--- config.mk ---
export PLATFORM = sky130hd
export DESIGN_NAME = dmem_arbiter_flat
export DESIGN_NICKNAME = d
export VERILOG_FILES = /design/src/rtl/cpu_pkg.sv /design/src/rtl/dmem_arbiter_if.sv /design/src/rtl/dmem_starve_ctr.sv /design/src/rtl/dmem_arbiter.sv /design/src/flat_wrapper.sv
export SDC_FILE = /design/constraint.sdc
export NUM_CORES = 1
export LEC_CHECK = 0
export CORE_AREA = 2 2 118 120
export CTS_BUF_LIST = sky130_fd_sc_hd__clkbuf_8
export CTS_CLUSTER_DIAMETER = 60
export DETAILED_ROUTE_END_ITERATION = 12
export DIE_AREA = 0 0 120 122
export SLEW_MARGIN = 10
export SYNTH_ARGS = -nofsm -noshare
export SYNTH_HDL_FRONTEND = slang
export SYNTH_SLANG_ARGS = --single-unit
--- constraint.sdc ---
create_clock -name clk -period 1.9 [get_ports clk]
set_clock_uncertainty 0.2 [all_clocks]
set_input_delay 0.38 -clock clk [delete_from_list [all_inputs] [get_ports clk]]
set_output_delay 0.38 -clock clk [all_outputs]
set_load 0.05 [all_outputs]
--- src/rtl/cpu_pkg.sv ---
// Shared CPU package: default bus widths, data-memory port indices
// and the arbitration state encoding used by dmem_arbiter.
package cpu_pkg;

    localparam int ADDR_W_DEF = 32;
    localparam int DATA_W_DEF = 32;

    localparam logic PORT_CPU = 1'b0;
    localparam logic PORT_DBG = 1'b1;

    typedef enum logic {
        PRI0   = 1'b0,
        FORCE1 = 1'b1
    } arb_state_e;

endpackage

--- src/rtl/dmem_arbiter_if.sv ---
// Bundle between the two requesters, dmem_arbiter and data_mem.
// Ports p0_* (MEM stage), p1_* (debug/loader), mem_* (data_mem side).
// slave: arbiter view; master: requesters plus memory view.
interface dmem_arbiter_if #(
    parameter int ADDR_W = 32,
    parameter int DATA_W = 32
) ();
    logic              p0_req;
    logic              p0_we;
    logic [ADDR_W-1:0] p0_addr;
    logic [DATA_W-1:0] p0_wdata;
    logic              p0_gnt;
    logic              p0_rvalid;
    logic [DATA_W-1:0] p0_rdata;

    logic              p1_req;
    logic              p1_we;
    logic [ADDR_W-1:0] p1_addr;
    logic [DATA_W-1:0] p1_wdata;
    logic              p1_gnt;
    logic              p1_rvalid;
    logic [DATA_W-1:0] p1_rdata;

    logic              mem_r;
    logic              mem_w;
    logic [ADDR_W-1:0] mem_addr;
    logic [DATA_W-1:0] mem_wdata;
    logic [DATA_W-1:0] mem_rdata;

    modport slave (
        input  p0_req, p0_we, p0_addr, p0_wdata,
        input  p1_req, p1_we, p1_addr, p1_wdata,
        input  mem_rdata,
        output p0_gnt, p0_rvalid, p0_rdata,
        output p1_gnt, p1_rvalid, p1_rdata,
        output mem_r, mem_w, mem_addr, mem_wdata
    );

    modport master (
        output p0_req, p0_we, p0_addr, p0_wdata,
        output p1_req, p1_we, p1_addr, p1_wdata,
        output mem_rdata,
        input  p0_gnt, p0_rvalid, p0_rdata,
        input  p1_gnt, p1_rvalid, p1_rdata,
        input  mem_r, mem_w, mem_addr, mem_wdata
    );
endinterface

--- src/rtl/dmem_starve_ctr.sv ---
// Saturating 4-bit count of consecutive denied port-1 cycles.
// Ports: clk, rst, inc_i, clr_i (clr wins), cnt_o, sat_o (cnt at max).
module dmem_starve_ctr #(
    parameter int STARVE_MAX = 4
) (
    input  logic       clk,
    input  logic       rst,
    input  logic       inc_i,
    input  logic       clr_i,
    output logic [3:0] cnt_o,
    output logic       sat_o
);
    localparam logic [3:0] MAXV = 4'(STARVE_MAX);

    logic [3:0] cnt_q;
    logic [3:0] cnt_d;

    always_comb begin
        cnt_d = cnt_q;
        if (clr_i) begin
            cnt_d = '0;
        end else if (inc_i && cnt_q != MAXV) begin
            cnt_d = cnt_q + 4'd1;
        end
    end

    always_ff @(posedge clk or posedge rst) begin
        if (rst) begin
            cnt_q <= '0;
        end else begin
            cnt_q <= cnt_d;
        end
    end

    assign cnt_o = cnt_q;
    assign sat_o = (cnt_q == MAXV);
endmodule

--- src/rtl/dmem_arbiter.sv ---
// Shares data_mem between MEM stage (port 0, priority) and debug port 1.
// Ports: clk, rst (async high), bus (dmem_arbiter_if.slave).
module dmem_arbiter
    import cpu_pkg::*;
#(
    parameter int ADDR_W     = ADDR_W_DEF,
    parameter int DATA_W     = DATA_W_DEF,
    parameter int STARVE_MAX = 4
) (
    input logic           clk,
    input logic           rst,
    dmem_arbiter_if.slave bus
);
    localparam logic [3:0] SMAX_M1 = 4'(STARVE_MAX - 1);

    arb_state_e        state_q;
    arb_state_e        state_d;
    logic              gnt0;
    logic              gnt1;
    logic              mr;
    logic              mw;
    logic [ADDR_W-1:0] maddr;
    logic [DATA_W-1:0] mwdata;
    logic              rd_pend_q;
    logic              rd_pend_d;
    logic              rd_owner_q;
    logic              rd_owner_d;
    logic [3:0]        starve_q;
    logic              starve_sat;
    logic              starve_inc;
    logic              force_go;

    // Grant and memory mux; depends only on req and registered state.
    always_comb begin
        gnt0   = 1'b0;
        gnt1   = 1'b0;
        mr     = 1'b0;
        mw     = 1'b0;
        maddr  = '0;
        mwdata = '0;
        unique case (state_q)
            PRI0: begin
                if (bus.p0_req) gnt0 = 1'b1;
                else if (bus.p1_req) gnt1 = 1'b1;
            end
            FORCE1: begin
                if (bus.p1_req) gnt1 = 1'b1;
                else if (bus.p0_req) gnt0 = 1'b1;
            end
        endcase
        if (gnt0) begin
            mr     = ~bus.p0_we;
            mw     = bus.p0_we;
            maddr  = bus.p0_addr;
            mwdata = bus.p0_wdata;
        end else if (gnt1) begin
            mr     = ~bus.p1_we;
            mw     = bus.p1_we;
            maddr  = bus.p1_addr;
            mwdata = bus.p1_wdata;
        end
    end

    assign starve_inc = bus.p1_req & ~gnt1;

    dmem_starve_ctr #(
        .STARVE_MAX (STARVE_MAX)
    ) u_starve (
        .clk   (clk),
        .rst   (rst),
        .inc_i (starve_inc),
        .clr_i (~starve_inc),
        .cnt_o (starve_q),
        .sat_o (starve_sat)
    );

    // Counter reaches its maximum on this edge.
    assign force_go = starve_inc & (starve_sat | (starve_q == SMAX_M1));

    always_comb begin
        state_d = state_q;
        unique case (state_q)
            PRI0:   if (force_go) state_d = FORCE1;
            FORCE1: if (gnt1 || !bus.p1_req) state_d = PRI0;
        endcase
    end

    // One read in flight at most: data_mem answers on the next cycle.
    always_comb begin
        rd_pend_d  = mr;
        rd_owner_d = gnt1 ? PORT_DBG : PORT_CPU;
    end

    always_ff @(posedge clk or posedge rst) begin
        if (rst) begin
            state_q    <= PRI0;
            rd_pend_q  <= 1'b0;
            rd_owner_q <= PORT_CPU;
        end else begin
            state_q    <= state_d;
            rd_pend_q  <= rd_pend_d;
            rd_owner_q <= rd_owner_d;
        end
    end

    assign bus.p0_gnt    = gnt0;
    assign bus.p1_gnt    = gnt1;
    assign bus.mem_r     = mr;
    assign bus.mem_w     = mw;
    assign bus.mem_addr  = maddr;
    assign bus.mem_wdata = mwdata;
    assign bus.p0_rvalid = rd_pend_q & (rd_owner_q == PORT_CPU);
    assign bus.p1_rvalid = rd_pend_q & (rd_owner_q == PORT_DBG);
    assign bus.p0_rdata  = bus.mem_rdata;
    assign bus.p1_rdata  = bus.mem_rdata;
endmodule

--- src/flat_wrapper.sv ---
// flat-port wrapper written by rule: the top's interface ports become plain ports
module dmem_arbiter_flat import cpu_pkg::*;
#(
    parameter int ADDR_W     = ADDR_W_DEF,
    parameter int DATA_W     = DATA_W_DEF,
    parameter int STARVE_MAX = 4
)
  (clk, rst, bus_p0_req, bus_p0_we, bus_p0_addr, bus_p0_wdata, bus_p1_req, bus_p1_we, bus_p1_addr, bus_p1_wdata, bus_mem_rdata, bus_p0_gnt, bus_p0_rvalid, bus_p0_rdata, bus_p1_gnt, bus_p1_rvalid, bus_p1_rdata, bus_mem_r, bus_mem_w, bus_mem_addr, bus_mem_wdata);
  dmem_arbiter_if #(.ADDR_W(ADDR_W), .DATA_W(DATA_W)) bus_i ();
  input logic clk;
  input logic rst;
  input wire logic [$bits(bus_i.p0_req)-1:0] bus_p0_req;
  input wire logic [$bits(bus_i.p0_we)-1:0] bus_p0_we;
  input wire logic [$bits(bus_i.p0_addr)-1:0] bus_p0_addr;
  input wire logic [$bits(bus_i.p0_wdata)-1:0] bus_p0_wdata;
  input wire logic [$bits(bus_i.p1_req)-1:0] bus_p1_req;
  input wire logic [$bits(bus_i.p1_we)-1:0] bus_p1_we;
  input wire logic [$bits(bus_i.p1_addr)-1:0] bus_p1_addr;
  input wire logic [$bits(bus_i.p1_wdata)-1:0] bus_p1_wdata;
  input wire logic [$bits(bus_i.mem_rdata)-1:0] bus_mem_rdata;
  output wire logic [$bits(bus_i.p0_gnt)-1:0] bus_p0_gnt;
  output wire logic [$bits(bus_i.p0_rvalid)-1:0] bus_p0_rvalid;
  output wire logic [$bits(bus_i.p0_rdata)-1:0] bus_p0_rdata;
  output wire logic [$bits(bus_i.p1_gnt)-1:0] bus_p1_gnt;
  output wire logic [$bits(bus_i.p1_rvalid)-1:0] bus_p1_rvalid;
  output wire logic [$bits(bus_i.p1_rdata)-1:0] bus_p1_rdata;
  output wire logic [$bits(bus_i.mem_r)-1:0] bus_mem_r;
  output wire logic [$bits(bus_i.mem_w)-1:0] bus_mem_w;
  output wire logic [$bits(bus_i.mem_addr)-1:0] bus_mem_addr;
  output wire logic [$bits(bus_i.mem_wdata)-1:0] bus_mem_wdata;
  assign bus_i.p0_req = bus_p0_req;
  assign bus_i.p0_we = bus_p0_we;
  assign bus_i.p0_addr = bus_p0_addr;
  assign bus_i.p0_wdata = bus_p0_wdata;
  assign bus_i.p1_req = bus_p1_req;
  assign bus_i.p1_we = bus_p1_we;
  assign bus_i.p1_addr = bus_p1_addr;
  assign bus_i.p1_wdata = bus_p1_wdata;
  assign bus_i.mem_rdata = bus_mem_rdata;
  assign bus_p0_gnt = bus_i.p0_gnt;
  assign bus_p0_rvalid = bus_i.p0_rvalid;
  assign bus_p0_rdata = bus_i.p0_rdata;
  assign bus_p1_gnt = bus_i.p1_gnt;
  assign bus_p1_rvalid = bus_i.p1_rvalid;
  assign bus_p1_rdata = bus_i.p1_rdata;
  assign bus_mem_r = bus_i.mem_r;
  assign bus_mem_w = bus_i.mem_w;
  assign bus_mem_addr = bus_i.mem_addr;
  assign bus_mem_wdata = bus_i.mem_wdata;
  dmem_arbiter #(.ADDR_W(ADDR_W), .DATA_W(DATA_W), .STARVE_MAX(STARVE_MAX)) u_core (.clk(clk), .rst(rst), .bus(bus_i));
endmodule
After elaboration in Yosys (flattened, before gate mapping):

Index checks and enable logic that the tools add are counted.

* bitwise gates (word level): 10
* mux-type cells: 20
* reduce and logical (&&, ||, !) cells: 3
* equality and inequality tests: 4
* $add $sub $neg: 1

Operators by type and width (number)
* 32-bit two-way mux: 4
* 1-bit two-way mux: 11
* 4-bit two-way mux: 2
* 1-bit one-hot mux with 2 select lines: 3
* 1-bit inverter: 5
* 4-bit by 1-bit adder with 4-bit output (second input constant): 1
* 1-bit AND: 4
* 4-bit by 2-bit == test with 1-bit output (second input constant): 1
* 4-bit by 3-bit == test with 1-bit output (second input constant): 1
* 4-bit by 3-bit != test with 1-bit output (second input constant): 1
* 2-bit != test (second input constant): 1
* 1-bit logical AND: 1
* 1-bit zero test: 1
* 1-bit logical OR: 1
* 1-bit OR: 1

* input bits: 166
* output and inout port bits: 134
* flip-flop bits (word level): 7
* word-level logic and storage cells: 42

Depth between registers and ports, before layout:

Gate-level depths: netlist of the first run.

* word-level depth: 8
* depth in mapped cells: 6
* gate-level depth less buffers: 5

Cells and area by module:

Synthesis of the first run repeated with hierarchy kept, for this count alone.

* cells, all modules: 193
* area total of the unflattened synthesis: 1689.1 um^2

Modules (own cells, without submodules)
* dmem_arbiter: cells an instance 168, times used 1, area an instance 1451.4 um^2, sequential area each 75.1 um^2
* dmem_starve_ctr: cells an instance 25, times used 1, area an instance 237.7 um^2, sequential area each 100.1 um^2

Worst setup path before layout of the first run:

No wires, ideal clock.

* path type: input port to output port
* from: in bus_p0_req
* to: out bus_mem_r
* path slack: -431 ps
* required time: 1320 ps
* buffers on the path: 1
* arrival: 1751 ps
* cell stages on the path: 4
* cell sequence: a21boi_2 -> buf_2 -> inv_2 -> o22ai_1

* cells in the longest elaborated chain, start to end: 4
* elaborated cells between the ends (all ways): 7
* classes of those cells: mux: 7

RTL lines
* start: declaration: line flat_wrapper.sv:12 `input wire logic [$bits(bus_i.p0_req)-1:0] bus_p0_req;`
* 1-bit two-way mux *: line dmem_arbiter.sv:43, dmem_arbiter.sv:48
* 1-bit two-way mux: line dmem_arbiter.sv:47 `if (bus.p1_req) gnt1 = 1'b1;`
* 1-bit one-hot mux with 2 select lines *: line dmem_arbiter.sv:41 `unique case (state_q)`
* net bus_p0_gnt: line flat_wrapper.sv:21 `output wire logic [$bits(bus_i.p0_gnt)-1:0] bus_p0_gnt;`
* 1-bit two-way mux *: line dmem_arbiter.sv:51 `if (gnt0) begin`
* end: declaration: line flat_wrapper.sv:27 `output wire logic [$bits(bus_i.mem_r)-1:0] bus_mem_r;`

Mark *: on every way through the listed nets, which the timed path passes. The rest lies on a longest branch.

Final worst setup path of the first run:

* from: reg u_core.state_q
* to: out bus_mem_wdata[31]

* cells in the longest elaborated chain, start to end: 4
* elaborated cells between the ends (all ways): 5
* classes of those cells: mux: 4; bitwise: 1

RTL lines
* start: declaration: line dmem_arbiter.sv:16 `arb_state_e state_q;`
* start signal: assignment: line dmem_arbiter.sv:100 `state_q <= state_d;`
* 1-bit inverter: line dmem_arbiter.sv:41
* 1-bit one-hot mux with 2 select lines: line dmem_arbiter.sv:41
* 32-bit two-way mux: line dmem_arbiter.sv:56 `end else if (gnt1) begin`
* 32-bit two-way mux *: line dmem_arbiter.sv:51
* end: declaration: line flat_wrapper.sv:30 `output wire logic [$bits(bus_i.mem_wdata)-1:0] bus_mem_wdata;`

Mark *: on every way between the ends. The rest lies on a longest branch, timed or not.

==> results of run 1 <==
## stage by stage
stage                     power [mW]  worst slack (ps)
after floorplan                 1.12             -2.32
after global placement          1.58              -461
after detailed placement        1.59              -487
after CTS                       1.92              -269
after global routing            2.07              -265
final                           2.00              -215
## final cells by class
cell class                 instances  area (sq um)
clock buffer                       3          41.3
clock inverter                     1          3.75
fill                            1330          8730
inverter                           5          28.8
multi-input combinational         88          1170
sequential                         7           175
tap                              180           225
timing repair buffer             223          3120
## repair_timing
item / CTS / global route
buffers inserted: 4 / 2
resized for setup: 34 / 34
pin swaps: 38 / 7
cloned: 4 / 6
endpoints found under the setup margin: 68 / 68
## kinds of logic after synthesis
| family | after synthesis | synth area share (%) |
|---|---|---|
| buf+inv | 83 | 40.6 |
| compound gates | 69 | 39.2 |
| simple gates | 13 | 4.50 |
| flops | 7 | 11.4 |
| mux | 3 | 1.96 |
| fa+ha+maj | 2 | 1.64 |
| xor+xnor | 1 | 0.572 |
## flip-flops by register name, indices dropped and copies added (netlist names)
register               flops
u_core.u_starve.cnt_o      4
u_core.rd_pend_q           1
u_core.state_q             1
u_core.rd_owner_q          1
## report_power, final
group / switching, mW / total, mW / internal, mW
Sequential: 0.00336 / 0.158 / 0.155
Combinational: 0.729 / 1.64 / 0.913
Clock: 0.0641 / 0.204 / 0.140
Total: 0.797 / 2.00 / 1.21
## final timing paths
kind | slack [ps] | end
min in group clk | 290 | u_core.state_q
hold / removal | 200 | u_core.rd_pend_q
hold reg to reg | 290 | u_core.state_q
setup reg to reg | 440 | u_core.u_starve.cnt_o[1]
setup / recovery | -210 | bus_mem_wdata[31]
max in group asynchronous | 1080 | u_core.u_starve.cnt_o[3]
## cells in the mapped netlist (all sizes together)
| master | number |
|---|---|
| nor2b | 1 |
| o21a | 1 |
| and2 | 1 |
| a31oi | 1 |
| a22o | 65 |
| xnor2 | 1 |
| nand2 | 1 |
| nor3 | 1 |
| dfrtp | 7 |
| buf | 78 |
| mux2i | 3 |
| nor2 | 4 |
| nand2b | 2 |
| o22ai | 1 |
| nand3 | 1 |
| nand3b | 2 |
| a21boi | 1 |
| inv | 5 |
| ha | 2 |
## metal layers
layer	wire length, um	global-route usage (%)	share of wire [%]
met5	0	0	0
met4	155	2.28	1.6
met3	720	2.90	7.5
met2	5360	21.2	55
met1	3430	11.6	35
==> results.yml, run 1 <==
outcome:
  outcome: "complete, but fails checks"
  violations: "negative setup slack"
global_route:
  grt_util_all_layers_pct: 10.9
  antenna_found_initial: 0
  grt_start_max_net_pins: 36
  gr-total-overflow: 0
  grt_pass1_wl_um: 12300
  grt_pass1_vias: 2093
layout:
  fin_cells: 507
  final_cell_mix: "clkdlybuf4s50_1 (131), buf_12 (79), a22o_4 (45)"
  final_nets: 496
  diodes: 0
  fin_area_sq_mm: 0.00477
  final_common_cell: "clkdlybuf4s50_1"
  drive_gt1_share_pct: 46.8
  fin_util_pct: 35.3
  area_delta_synth_final_pct: 212
die:
  dieWidth_um: 120
  io_pins: 300
  die_area_sq_mm: 0.0146
  initial_core_util_pct: 11.3
  rows: 43
  core-area_sq_mm: 0.0135
  die_y_um: 122
setup_path:
  r2r_start: "u_core.u_starve.cnt_o[0]"
  path_class: "reg -> out"
  start_kind: "flop"
  cp_num_buf_inv: 3
  path_cells: "nand2b_4 -> nand2_4 -> inv_8 -> clkbuf_16 -> a22o_4 -> buf_12"
  cp_max_fo: 9
  worstPathArrival_ps: 1530
  cpLargestDelayFamily: "flip-flops"
  crit_required_ps: 1320
  reg2reg_depth: 5
  cp-end-kind: "primary output"
  slowest_stage: "dfrtp_1"
  worstSetupStartpoint: "u_core.state_q"
  slowest_delay_ps: 410
  cp.depth: 6
route:
  routed_wl_um: 9660
  drt-pass1-iter-count: 4
  drt-initial-drc-count: 34
  via_per_inst: 3.94
  drc_errors: 0
  avgRoutedWirePerCell_um: 19.1
  num_vias: 1997
  ant_nets: 0
synth:
  ys_warn_count: 0
  syn-num-nets: 346
  ys_top_cells_by_area: "a22o_1 (37%), buf_4 (32%), dfrtp_1 (11%), buf_6 (5.9%), mux2i_1 (2.0%)"
  ys_ff_latch: 7
  ys_seq_area_share_pct: 11.4
  syn_area_sq_mm: 0.00153
  syn_inst: 178
  yosysTopAreaCellShare_pct: 37.2
  synth_cell_types: 22
  synth.avg_cell_area_sq_um: 8.60
  yosys.area.top_type: "a22o_1"
placement:
  dp_cells: 490
  hpwl_um: 6880
  placed_area_sq_mm: 0.00402
  port_buffers: 203
  gp_congestion: 0.762
clock_tree:
  postCtsHoldBufs: 0
  htreeDepth: 1
  clock_latency_ps: 230
  clockRootBuffer: "clkbuf_8"
  cts_tree: "built"
  clkTransAtPathRegs_ps: 40
  cts-buffers-inserted: 3
  clockBufferDepth: 2
  cts.sinks: 7
sta:
  grt_setup_unrepaired: "true"
  fin_ws_ps: -215
  hold_viol: 0
  fin_setup_tns_ps: -12590
  fin_crit_ps: 2110
  setup_violations: 68
  clock.fmax_mhz: 473
  fin_crit_sh_pct: 111
  finalMaxSlewViolations: 0
  tightest_slew_ps: 276
  relSlewSlack_pct: 81.6
  holdWs_ps: 196
flow_run:
  cap_viol_max_count: 0
power:
  powerDensity_mw_per_mm2: 420
  ir_drop_v: 0.000303
  p_leak_nw: 2.00
hold_path:
  min_path_type: "in -> async"
Note: power is estimated with default switching activity, not from simulation.
==> run 2: changes to the inputs <==
--- a/config.mk
+++ b/config.mk
@@ -7,7 +7,7 @@
 export LEC_CHECK = 0
 export CORE_AREA = 2 2 118 120
 export CTS_BUF_LIST = sky130_fd_sc_hd__clkbuf_8
-export CTS_CLUSTER_DIAMETER = 60
+export CTS_CLUSTER_DIAMETER = 200
 export DETAILED_ROUTE_END_ITERATION = 12
 export DIE_AREA = 0 0 120 122
 export SLEW_MARGIN = 10
==> results of run 2 <==
Same layout as run 1: the final DEF is identical, and so are final timing and power.
==> run 3: changes to the inputs <==
--- a/config.mk
+++ b/config.mk
@@ -5,6 +5,7 @@
 export SDC_FILE = /design/constraint.sdc
 export NUM_CORES = 1
 export LEC_CHECK = 0
+export CAP_MARGIN = 25
 export CORE_AREA = 2 2 118 120
 export CTS_BUF_LIST = sky130_fd_sc_hd__clkbuf_8
 export CTS_CLUSTER_DIAMETER = 200
==> results of run 3 <==
Same layout as run 1: the final DEF is identical, and so are final timing and power.
